File: src/rtl/bus_pkg.sv
// Shared definitions for the 8051 write scheduler: page defaults, FSM encodings,
// queue entry layout and the status byte layout.
package bus_pkg;

    localparam logic [7:0] FILT_PAGE_DEF  = 8'h00;
    localparam logic [7:0] TIMER_PAGE_DEF = 8'h01;

    localparam int ENTRY_W = 24;

    localparam int ST_OVF  = 7;
    localparam int ST_BAD  = 6;
    localparam int ST_BUSY = 5;

    typedef enum logic {
        B_IDLE,
        B_ADDR
    } bus_state_t;

    typedef enum logic [1:0] {
        D_IDLE,
        D_WAIT,
        D_ISSUE
    } disp_state_t;

    typedef struct packed {
        logic [15:0] addr;
        logic [7:0]  data;
    } wr_entry_t;

    function automatic logic [7:0] status_byte(input logic ovf, input logic bad,
                                               input logic busy, input logic [3:0] cnt);
        logic [7:0] s;
        s          = '0;
        s[ST_OVF]  = ovf;
        s[ST_BAD]  = bad;
        s[ST_BUSY] = busy;
        s[3:0]     = cnt;
        return s;
    endfunction

endpackage

File: src/rtl/sync_fifo.sv
// Single-clock FIFO with pointers one bit wider than the index.
// Push+pop on an empty FIFO passes the word straight through and leaves the count unchanged.
module sync_fifo #(
    parameter int DEPTH = 4,
    parameter int WIDTH = 24
) (
    input  logic                     clock,
    input  logic                     rst_n,
    input  logic                     push,
    input  logic                     pop,
    input  logic [WIDTH-1:0]         din,
    output logic [WIDTH-1:0]         dout,
    output logic                     full,
    output logic                     empty,
    output logic [$clog2(DEPTH):0]   count
);

    localparam int AW = $clog2(DEPTH);

    logic [WIDTH-1:0] mem [DEPTH];
    logic [AW:0]      wr_ptr;
    logic [AW:0]      rd_ptr;
    logic             bypass;
    logic             do_push;
    logic             do_pop;

    assign empty   = (wr_ptr == rd_ptr);
    assign full    = (wr_ptr[AW] != rd_ptr[AW]) && (wr_ptr[AW-1:0] == rd_ptr[AW-1:0]);
    assign count   = wr_ptr - rd_ptr;
    assign bypass  = push && pop && empty;
    assign do_pop  = pop && !empty;
    assign do_push = push && !bypass && (!full || do_pop);
    assign dout    = empty ? din : mem[rd_ptr[AW-1:0]];

    always_ff @(posedge clock or negedge rst_n) begin
        if (!rst_n) begin
            wr_ptr <= '0;
            rd_ptr <= '0;
        end else begin
            if (do_push) wr_ptr <= wr_ptr + 1'b1;
            if (do_pop)  rd_ptr <= rd_ptr + 1'b1;
        end
    end

    always_ff @(posedge clock) begin
        if (do_push) mem[wr_ptr[AW-1:0]] <= din;
    end

endmodule

File: src/rtl/bus_wr_sched.sv
// 8051 control-port front end: synchronises the bus strobes, queues CPU writes
// and dispatches each one as a single-cycle strobe to the filter or timer page.
module bus_wr_sched
    import bus_pkg::*;
#(
    parameter int         SYNC_STAGES = 2,
    parameter int         FIFO_DEPTH  = 4,
    parameter logic [7:0] FILT_PAGE   = FILT_PAGE_DEF,
    parameter logic [7:0] TIMER_PAGE  = TIMER_PAGE_DEF
) (
    input  logic        clock,
    input  logic        rst_n,
    input  logic        cs_n,
    input  logic        ale,
    input  logic [7:0]  abus,
    input  logic [7:0]  dbus,
    input  logic        w_n,
    input  logic        r_n,
    input  logic        filt_ready,
    input  logic        timer_ready,
    output logic [15:0] wr_addr,
    output logic [7:0]  wr_data,
    output logic        filt_we_n,
    output logic        timer_we_n,
    output logic [7:0]  rd_data,
    output logic        rd_oe,
    output logic        busy
);

    localparam int CW = $clog2(FIFO_DEPTH) + 1;

    logic [SYNC_STAGES-1:0] cs_sync, ale_sync, w_sync, r_sync;
    logic                   cs_prev, ale_prev, w_prev, r_prev;
    logic [7:0]             abus_pipe [SYNC_STAGES];
    logic [7:0]             dbus_pipe [SYNC_STAGES];

    // Synchroniser stages; bus bytes ride an equal-length pipe so they line up with the edges
    always_ff @(posedge clock or negedge rst_n) begin
        if (!rst_n) begin
            cs_sync  <= '1;
            ale_sync <= '0;
            w_sync   <= '1;
            r_sync   <= '1;
            cs_prev  <= 1'b1;
            ale_prev <= 1'b0;
            w_prev   <= 1'b1;
            r_prev   <= 1'b1;
        end else begin
            cs_sync  <= {cs_sync[SYNC_STAGES-2:0], cs_n};
            ale_sync <= {ale_sync[SYNC_STAGES-2:0], ale};
            w_sync   <= {w_sync[SYNC_STAGES-2:0], w_n};
            r_sync   <= {r_sync[SYNC_STAGES-2:0], r_n};
            cs_prev  <= cs_sync[SYNC_STAGES-1];
            ale_prev <= ale_sync[SYNC_STAGES-1];
            w_prev   <= w_sync[SYNC_STAGES-1];
            r_prev   <= r_sync[SYNC_STAGES-1];
        end
    end

    always_ff @(posedge clock) begin
        abus_pipe[0] <= abus;
        dbus_pipe[0] <= dbus;
        for (int i = 1; i < SYNC_STAGES; i++) begin
            abus_pipe[i] <= abus_pipe[i-1];
            dbus_pipe[i] <= dbus_pipe[i-1];
        end
    end

    logic       cs_s, cs_low;
    logic       ale_fall, w_rise, r_fall, r_rise;
    logic [7:0] abus_s, dbus_s;

    assign cs_s     = cs_sync[SYNC_STAGES-1];
    assign cs_low   = !cs_s;
    assign ale_fall = ale_prev && !ale_sync[SYNC_STAGES-1];
    assign w_rise   = w_sync[SYNC_STAGES-1] && !w_prev;
    assign r_fall   = r_prev && !r_sync[SYNC_STAGES-1];
    assign r_rise   = r_sync[SYNC_STAGES-1] && !r_prev;
    assign abus_s   = abus_pipe[SYNC_STAGES-1];
    assign dbus_s   = dbus_pipe[SYNC_STAGES-1];

    bus_state_t  bstate;
    logic [15:0] addr_q;
    logic        push;
    logic        pop;
    logic        fifo_full;
    logic        fifo_empty;
    logic [CW-1:0]      fifo_count;
    logic [ENTRY_W-1:0] fifo_dout;

    assign push = (bstate == B_ADDR) && w_rise && cs_low;

    // Bus FSM: address phase tracking
    always_ff @(posedge clock or negedge rst_n) begin
        if (!rst_n) begin
            bstate <= B_IDLE;
            addr_q <= '0;
        end else begin
            case (bstate)
                B_IDLE: begin
                    if (ale_fall && cs_low) begin
                        addr_q <= {abus_s, dbus_s};
                        bstate <= B_ADDR;
                    end
                end
                B_ADDR: begin
                    if (cs_s) begin
                        bstate <= B_IDLE;
                    end else if (ale_fall) begin
                        addr_q <= {abus_s, dbus_s};
                    end
                end
                default: bstate <= B_IDLE;
            endcase
        end
    end

    sync_fifo #(
        .DEPTH (FIFO_DEPTH),
        .WIDTH (ENTRY_W)
    ) u_fifo (
        .clock (clock),
        .rst_n (rst_n),
        .push  (push),
        .pop   (pop),
        .din   ({addr_q, dbus_s}),
        .dout  (fifo_dout),
        .full  (fifo_full),
        .empty (fifo_empty),
        .count (fifo_count)
    );

    disp_state_t dstate;
    wr_entry_t   head;
    logic        is_filt, is_timer, known, tgt_ready, disp_bad;

    assign head      = wr_entry_t'(fifo_dout);
    assign is_filt   = (head.addr[15:8] == FILT_PAGE);
    assign is_timer  = !is_filt && (head.addr[15:8] == TIMER_PAGE);
    assign known     = is_filt || is_timer;
    assign tgt_ready = (is_filt && filt_ready) || (is_timer && timer_ready);
    assign disp_bad  = (dstate == D_IDLE) && !fifo_empty && !known;

    always_comb begin
        pop = 1'b0;
        case (dstate)
            D_IDLE:  pop = !fifo_empty && (!known || tgt_ready);
            D_WAIT:  pop = tgt_ready;
            default: pop = 1'b0;
        endcase
    end

    // Dispatch FSM: strobe launches from IDLE/WAIT, ISSUE is the strobe cycle
    always_ff @(posedge clock or negedge rst_n) begin
        if (!rst_n) begin
            dstate     <= D_IDLE;
            wr_addr    <= '0;
            wr_data    <= '0;
            filt_we_n  <= 1'b1;
            timer_we_n <= 1'b1;
        end else begin
            filt_we_n  <= 1'b1;
            timer_we_n <= 1'b1;
            case (dstate)
                D_IDLE: begin
                    if (!fifo_empty) begin
                        wr_addr <= head.addr;
                        wr_data <= head.data;
                        if (!known) begin
                            dstate <= D_ISSUE;
                        end else if (tgt_ready) begin
                            filt_we_n  <= !is_filt;
                            timer_we_n <= !is_timer;
                            dstate     <= D_ISSUE;
                        end else begin
                            dstate <= D_WAIT;
                        end
                    end
                end
                D_WAIT: begin
                    if (tgt_ready) begin
                        filt_we_n  <= !is_filt;
                        timer_we_n <= !is_timer;
                        dstate     <= D_ISSUE;
                    end
                end
                D_ISSUE: dstate <= D_IDLE;
                default: dstate <= D_IDLE;
            endcase
        end
    end

    assign busy = !fifo_empty || (dstate != D_IDLE);

    logic ovf, bad, ovf_set, bad_set, rd_start, rd_end;

    assign ovf_set  = push && fifo_full && !pop;
    // A write colliding with a read edge wins; the read edge is only flagged
    assign bad_set  = (w_rise && cs_low && (bstate == B_IDLE))
                   || (w_rise && (r_fall || r_rise))
                   || disp_bad;
    assign rd_start = r_fall && cs_low && !w_rise;
    assign rd_end   = r_rise && rd_oe;

    always_ff @(posedge clock or negedge rst_n) begin
        if (!rst_n) begin
            ovf     <= 1'b0;
            bad     <= 1'b0;
            rd_oe   <= 1'b0;
            rd_data <= '0;
        end else begin
            if (rd_end) begin
                ovf   <= ovf_set;
                bad   <= bad_set;
                rd_oe <= 1'b0;
            end else begin
                ovf <= ovf || ovf_set;
                bad <= bad || bad_set;
                if (rd_start) begin
                    rd_oe   <= 1'b1;
                    rd_data <= status_byte(ovf, bad, busy, 4'(fifo_count));
                end
            end
        end
    end

endmodule

File: config.mk
export PLATFORM = sky130hd
export DESIGN_NAME = bus_wr_sched
export DESIGN_NICKNAME = d
export VERILOG_FILES = /design/src/rtl/bus_pkg.sv /design/src/rtl/sync_fifo.sv /design/src/rtl/bus_wr_sched.sv
export SDC_FILE = /design/constraint.sdc
export NUM_CORES = 1
export LEC_CHECK = 0
export ABC_AREA = 1
export CORE_MARGIN = 2
export CORE_UTILIZATION = 57
export DETAILED_ROUTE_END_ITERATION = 12
export PLACE_DENSITY = 0.78
export SLEW_MARGIN = 10
export SYNTH_ARGS = -nofsm -noshare
export SYNTH_HDL_FRONTEND = slang
export SYNTH_SLANG_ARGS = --single-unit
File: constraint.sdc
create_clock -name clock -period 5.6 [get_ports clock]
set_input_delay 1.12 -clock clock [delete_from_list [all_inputs] [get_ports clock]]
set_output_delay 1.12 -clock clock [all_outputs]
set_load 0.01 [all_outputs]
Yosys cells after proc, flatten, opt, wreduce, memory -nomap -nowiden
Memories as Yosys holds them, arrays and structs flattened.
Cells that the tools add are included.
{ "word_totals": {"latch_bits": 0, "ramBits": 128, "output_inout_bits": 36, "elab_cells": 125, "input_bits": 24, "romBits": 0, "regBits": 71, "memories": 3} }
{ "memory_table": {"columns": ["name", "words", "width", "rd", "rd_ports_with_merged_regs", "write_ports", "line_no", "rtl"], "rows": [
  ["u_fifo.mem", 4, 24, 1, 0, 1, "sync_fifo.sv:20", "logic [WIDTH-1:0] mem [DEPTH];"],
  ["abus_pipe", 2, 8, 2, 0, 2, "bus_wr_sched.sv:34", "logic [7:0] abus_pipe [SYNC_STAGES];"],
  ["dbus_pipe", 2, 8, 2, 0, 2, "bus_wr_sched.sv:35", "logic [7:0] dbus_pipe [SYNC_STAGES];"]
]} }
{ "op_classes": {"n_addsub": 3, "muxes": 28, "div": 0, "shifts": 0, "bitwise_logic": 3, "eq_ne": 10, "n_lt_le_gt_ge": 0, "n_mul": 0, "reduce_logical": 58} }
{ "op_table": {"columns": ["op", "n"], "rows": [
  ["16-bit 2-to-1 mux", 3],
  ["16-bit case mux with 2 select lines", 1],
  ["1-bit logical AND", 27],
  ["24-bit 2-to-1 mux", 1],
  ["1-bit 2-to-1 mux", 14],
  ["1-bit zero test", 13],
  ["1-bit logical OR", 10],
  ["2-bit != test (second input constant)", 5],
  ["8-bit by 1-bit equality test with 1-bit output (second input constant)", 1],
  ["8-bit zero test", 1],
  ["2-bit 2-to-1 mux", 4],
  ["1-bit case mux with 2 select lines", 4],
  ["3-bit by 1-bit adder with 3-bit output (second input constant)", 2],
  ["2-bit AND reduction", 3],
  ["2-bit case mux with 2 select lines", 1],
  ["2-bit nonzero test", 2],
  ["3-bit equality test", 1],
  ["1-bit NOT", 3],
  ["3-bit AND reduction", 1],
  ["3-bit subtractor", 1],
  ["2-bit by 1-bit equality test with 1-bit output (second input constant)", 1],
  ["2-bit equality test", 1],
  ["2-bit zero test", 1],
  ["1-bit != test", 1]
]} }

Logic depth before layout (Yosys ltp)
{ "logic_depth": {"ltp_word": 17, "mapped_depth": 23, "depth_no_buf": 19} }

By module
From an unflattened synthesis, not the netlist that was laid out.
{ "unflattened": {"cells_unflattened": 644, "hier_area_um2": 7581.0} }
{ "by_module_without_submodules": {"columns": ["module", "seq_area_each_um2", "instances", "area_per_inst_um2", "cells_per_inst"], "rows": [
  ["sync_fifo", 3032.9, 1, 4399.2, 372],
  ["bus_wr_sched", 2279.7, 1, 3181.8, 272]
]} }

Worst setup path after synthesis
Ideal clock, no wire load.
{ "synth_path": {"kind": "register to register", "from": "reg u_fifo.rd_ptr[1]", "to": "mem u_fifo.mem[0][0], enable pin", "arrival_ns": 3.663, "synth_period_minus_slack_ns": 4.068, "required_ns": 5.195, "path_buffers": 4, "stages_incl_launch_ff": 20, "setup_ns": 0.405, "setup_slack_ns": 1.532, "path_cell_list": "dfrtp_1 -> buf_2 -> inv_2 -> buf_2 -> buf_1 -> ha_1 -> nand2_1 -> inv_2 -> nand2_4 -> inv_2 -> buf_6 -> o21ai_1 -> nand2_1 -> nor2_1 -> nand3_1 -> nand3_2 -> nand3_2 -> nand2_2 -> nand2_4 -> nor2_1"} }
{ "synth_via": {"elab_chain_cells": 17, "word_cells_on_any_way": 28, "cone_classes": "3 x eq/ne; 4 x mux; 20 x reduce/logical; 1 x memory"} }
{ "synth_lines": {"columns": ["item", "line_no", "rtl"], "rows": [
  ["from (decl)", "sync_fifo.sv:22", "logic [AW:0] rd_ptr;"],
  ["from (signal assigned)", "sync_fifo.sv:41", "if (do_pop) rd_ptr <= rd_ptr + 1'b1;"],
  ["memory read 4 x 24 bit / 3-bit equality test (equally long branches)", null, null],
  ["24-bit 2-to-1 mux", "sync_fifo.sv:33", "assign dout = empty ? din : mem[rd_ptr[AW-1:0]];"],
  ["8-bit zero test", "bus_wr_sched.sv:138", "assign is_filt = (head.addr[15:8] == FILT_PAGE);"],
  ["1-bit zero test", "bus_wr_sched.sv:139", "assign is_timer = !is_filt && (head.addr[15:8] == TIMER_PAGE);"],
  ["1-bit logical AND", "bus_wr_sched.sv:139", null],
  ["1-bit logical OR / 1-bit logical AND (equally long branches)", "bus_wr_sched.sv:140, bus_wr_sched.sv:141", null],
  ["1-bit zero test / 1-bit logical OR (equally long branches)", null, null],
  ["1-bit logical OR", "bus_wr_sched.sv:147", "D_IDLE: pop = !fifo_empty && (!known || tgt_ready);"],
  ["1-bit logical AND", "bus_wr_sched.sv:147", null],
  ["1-bit case mux with 2 select lines", "bus_wr_sched.sv:146", "case (dstate)"],
  ["1-bit logical AND (2 in series)", "sync_fifo.sv:30", "assign bypass = push && pop && empty;"],
  ["1-bit zero test", "sync_fifo.sv:32", "assign do_push = push && !bypass && (!full || do_pop);"],
  ["1-bit logical AND", "sync_fifo.sv:32", null],
  ["1-bit logical AND (*)", "sync_fifo.sv:32", null],
  ["1-bit 2-to-1 mux (*)", "sync_fifo.sv:46", "if (do_push) mem[wr_ptr[AW-1:0]] <= din;"],
  ["1-bit 2-to-1 mux (implied by the code) (*)", "sync_fifo.sv:46", null],
  ["to (decl)", "sync_fifo.sv:20", null]
]} }
Every way passes the cells marked *; elsewhere a longest branch is shown, timed or not.

Worst setup path in the final report
{ "layout_path": {"from": "reg u_fifo.rd_ptr[0]", "to": "mem u_fifo.mem[3][20], enable pin"} }
The elaborated chain is that of the path after synthesis.

==> flow_summary.rst <==
.. list-table::
   :header-rows: 1

   * - Metric
     - Value
   * - Run status
     - finished clean
   * - Sinks on the clock net
     - 199
   * - TNS Setup
     - 0 ns
   * - Height of the chip
     - approximately 120 um
   * - Share of synthesized area occupied by flip-flops and latches
     - between 70% and 80%
   * - Number of pins exceeding their max-slew limit in the final report
     - 0
   * - Maximum number of pins on one net before global-route repair
     - around 70
   * - Wirelength, routed
     - 13.26 mm
   * - Post-synth top area cell
     - sky130_fd_sc_hd__edfxtp_1
   * - Placeable Area
     - between 10000 and 15000 sq um
   * - Place WS
     - 1.886 ns
   * - Hold bufs inserted after CTS
     - 0
   * - Source-to-sink clock delay at the later pin of the worst-skew pair
     - 0.43 ns
   * - Footprint of the flip-flops and latches
     - approximately 5300 sq um
   * - Iter 0 DRT Violations
     - around 330
   * - Final antenna diode count
     - 0
   * - Sequential fraction of design power
     - between 40% and 50%
   * - Combinational group share of total power
     - roughly 32%
   * - Fraction of post-synthesis cell area in the top cell type by area
     - about 39%
   * - TritonCTS clock tree
     - done
   * - Die ar.
     - roughly 14000 sq um
   * - Post-CTS setup repair buffer count
     - 0
   * - Remaining global-route overflow
     - 0
   * - Crit path capture type
     - register
   * - Mean instance size in the synthesized netlist
     - roughly 12 sq um
   * - Critical Setup Path Class
     - reg2reg
   * - Pint
     - 2.846 mW
   * - Switching Share
     - approximately 34%
   * - Share of final-layout standard cells stronger than drive strength 1
     - a little over a tenth
   * - Via Count
     - 4449
   * - Area Growth Syn to Fin
     - 17.03%
   * - Initial core utilization
     - 58.22%
   * - H-Tree Level Count
     - 4
   * - Maximum fanout along the worst path
     - between 50 and 60
   * - Worst-margin pin slew
     - between 0.8 and 0.9 ns
   * - Total Routing Usage GR
     - 20.49%
   * - Unrepaired setup endpoints after global routing
     - no
   * - Total of endpoints with negative setup slack in the final report
     - 0
   * - Number of DRC violations after detailed routing
     - 0
   * - Clock slew at the register clock pins of the worst setup and hold paths
     - 0.07 ns
   * - Post-synthesis cell area
     - approximately 7300 sq um
   * - Maxcap violations
     - 0
   * - Via count of the first global-routing pass
     - roughly 4.4k
   * - Leading cell types by total area after synthesis
     - sky130_fd_sc_hd__edfxtp_1 39%, sky130_fd_sc_hd__dfrtp_1 21%, sky130_fd_sc_hd__dfxtp_1 8.8%
   * - Post-Syn Instances
     - 615
   * - Ratio of final minimum period to clock period
     - about 67%
   * - F_max
     - between 0.2 and 0.3 GHz
   * - Async SR Flop Fraction
     - 35.68%
   * - IR Drop Worst-Case VDD
     - ~220 uV
   * - Lkg Pwr
     - roughly 3.5 nW
   * - First-pass GRT wire length
     - 21.96 mm
   * - Cell area power density
     - 506.4 nW/um^2
   * - Weighted congestion at the end of routability-driven global placement
     - 0.8628
   * - Proportion of power drawn by the clock network
     - around 25%
   * - DR WL/cell
     - about 15 um
   * - Hold Fails Final Rpt
     - 0
   * - Number of antenna violations at the first check in global routing
     - 0
   * - Detailed-router iteration count before antenna repair
     - 5
   * - Combined area of the multi-input logic cells
     - roughly 1700 sq um
   * - Buffers added on ports
     - 57
   * - CTS Root Buffer Type
     - sky130_fd_sc_hd__clkbuf_16
   * - Maximum clock insertion buffer count
     - 2
   * - Width of the chip
     - ~120 um
   * - Layout fillers
     - 873
   * - DPL Wire Length
     - about 8.3 mm
   * - Type of origin of the critical path
     - register
   * - Class of the tightest hold or removal check
     - reg2reg
   * - Commonest cells in the synthesized netlist
     - 102 x sky130_fd_sc_hd__nor2_1, 100 x sky130_fd_sc_hd__nand2_1, 96 x sky130_fd_sc_hd__edfxtp_1
   * - Worst clock skew
     - between 0.01 and 0.015 ns
   * - Total number of yosys warnings
     - 0
   * - Post-synthesis cell type count
     - 32
   * - Final layout net count
     - a little over 700
   * - Crit path arrival time
     - 3.85 ns
   * - Worst Path Required
     - 5.69 ns
   * - Synth Register Bits
     - ~200
   * - Min cycle time layout
     - 3.761 ns
   * - ANT nets after route
     - 0
   * - Cts repair resizes
     - 0
   * - Total clock buffers created by CTS
     - 17
   * - Most used flip-flop cell after synthesis
     - sky130_fd_sc_hd__edfxtp_1
   * - Reported net switching power
     - 1.490 mW
   * - Number of primary I/O pins
     - 60
   * - Number of flops mapped to enable cells by yosys
     - 96
   * - Floorplan row count
     - 41
   * - Most instantiated library cell after synthesis
     - sky130_fd_sc_hd__nor2_1
   * - Max-slew headroom
     - between 40% and 50%
   * - Minimum setup slack in the final design
     - about 1.8 ns
   * - Vias per cell
     - about 5.2
==> critical path, stage by stage, from the launching register on <==
cell                      delay [ns]
sky130_fd_sc_hd__dfrtp_1        0.32
sky130_fd_sc_hd__buf_4          0.43
sky130_fd_sc_hd__ha_1           0.33
sky130_fd_sc_hd__nand2_1        0.11
sky130_fd_sc_hd__inv_2          0.06
sky130_fd_sc_hd__nand2_4        0.16
sky130_fd_sc_hd__nand2_1        0.22
sky130_fd_sc_hd__inv_2          0.59
sky130_fd_sc_hd__nand2_1        0.21
sky130_fd_sc_hd__nand3_2        0.12
sky130_fd_sc_hd__nand3_2        0.12
sky130_fd_sc_hd__nand2_2        0.16
sky130_fd_sc_hd__nand2_4        0.10
sky130_fd_sc_hd__nor2_2         0.10
sky130_fd_sc_hd__buf_4          0.35
==> registers in the layout, indices dropped and copies added (netlist names), 3 cells and up <==
signal,flops
wr_data,8
abus_pipe,16
wr_addr,16
addr_q,16
u_fifo.wr_ptr,3
u_fifo.rd_ptr,3
u_fifo.mem,96
dbus_pipe,16
rd_data,6
==> cells by family after synthesis <==
kind of cell               count (synthesis)  synth area share, %
and+or+nand+nor                          239                13.47
DFF                                      199                72.61
AOI/OAI and AO/OA                         76                5.609
buffers and inverters                     75                4.275
muxes                                     11                1.693
adders and majority gates                 10                1.813
xor gates and xnor gates                   4               0.4787
other                                      1              0.05125
==> power groups by stage <==
stage | Clock (mW) | Sequential [mW] | Combinational [mW]
global placement | 0 | 1.89 | 1.34
CTS | 1.09 | 1.88 | 1.40
floorplan | 0 | 1.92 | 0.882
detailed placement | 0 | 1.90 | 1.39
global route | 1.15 | 1.90 | 1.55
finish | 1.07 | 1.87 | 1.39
==> per-layer routing <==
metal	track usage (%)	wire length, um
met4	8.735	230
met5	0	0
met1	26.81	5776
met2	33.77	6649
met3	4.037	605
==> area by class of cell <==
class,count,area share [%]
clock inverters,12,0.9351
clock buffers,20,5.099
inverters,50,2.192
well taps,172,2.513
repair buffers,65,7.306
flip-flops and latches,199,62.04
multi-input cells,342,19.92
==> through the flow <==
stage	instances	power (mW)	area [sq um]	utilization, %	hold WS [ns]
4_1_cts	860	4.364	8563	68.13	0.3271
5_1_grt	860	4.600	8563	68.13	0.3315
3_5_place_dp	828	3.292	8046	64.02	0.3121
3_3_place_gp	828	3.226	8046	64.02	0.3098
6_report	860	4.336	8563	68.13	0.3265
2_1_floorplan	616	2.805	7321	-	0.3096
==> placed cells by master, fill, tap and decap left out <==
cell / count
sky130_fd_sc_hd__edfxtp_1: 96
sky130_fd_sc_hd__dfrtp_1: 61
sky130_fd_sc_hd__clkbuf_1: 3
sky130_fd_sc_hd__a22oi_1: 1
sky130_fd_sc_hd__dfxtp_1: 32
sky130_fd_sc_hd__clkbuf_16: 17
sky130_fd_sc_hd__o21ai_0: 47
sky130_fd_sc_hd__clkinv_1: 3
sky130_fd_sc_hd__nor2_4: 1
sky130_fd_sc_hd__o21ai_2: 1
sky130_fd_sc_hd__nand2_2: 2
sky130_fd_sc_hd__clkinv_4: 3
sky130_fd_sc_hd__nor2_2: 4
sky130_fd_sc_hd__inv_6: 2
sky130_fd_sc_hd__ha_1: 9
sky130_fd_sc_hd__buf_2: 1
sky130_fd_sc_hd__inv_1: 45
sky130_fd_sc_hd__nand3b_1: 2
sky130_fd_sc_hd__buf_4: 8
sky130_fd_sc_hd__fa_1: 1
sky130_fd_sc_hd__clkdlybuf4s50_1: 56
sky130_fd_sc_hd__clkinv_2: 2
sky130_fd_sc_hd__dfstp_2: 10
sky130_fd_sc_hd__o21ai_1: 3
sky130_fd_sc_hd__a21oi_1: 6
sky130_fd_sc_hd__nand3_2: 3
sky130_fd_sc_hd__a31oi_1: 17
sky130_fd_sc_hd__inv_2: 5
sky130_fd_sc_hd__nand2_1: 100
sky130_fd_sc_hd__clkinvlp_4: 2
sky130_fd_sc_hd__xor2_1: 4
sky130_fd_sc_hd__nand3_1: 26
sky130_fd_sc_hd__nor2_1: 98
sky130_fd_sc_hd__conb_1: 2
sky130_fd_sc_hd__o31ai_1: 1
sky130_fd_sc_hd__nand4_1: 1
sky130_fd_sc_hd__mux2_2: 11
sky130_fd_sc_hd__nand2_4: 2
==> final timing paths <==
check	slack, ns	end	cells past startpoint	startpoint
worst max-delay path	1.84	u_fifo.mem[3][20]	14	u_fifo.rd_ptr[0]
worst min-delay path	0.33	abus_pipe[0][8]	0	abus_pipe[0][0]
worst max register to register	1.84	u_fifo.mem[3][20]	14	u_fifo.rd_ptr[0]
worst min register to register	0.33	abus_pipe[0][8]	0	abus_pipe[0][0]
max in group asynchronous	4.13	wr_data[0]	2	rst_n
min in group asynchronous	0.91	wr_addr[1]	2	rst_n
Power figures use the tool's default switching activity.
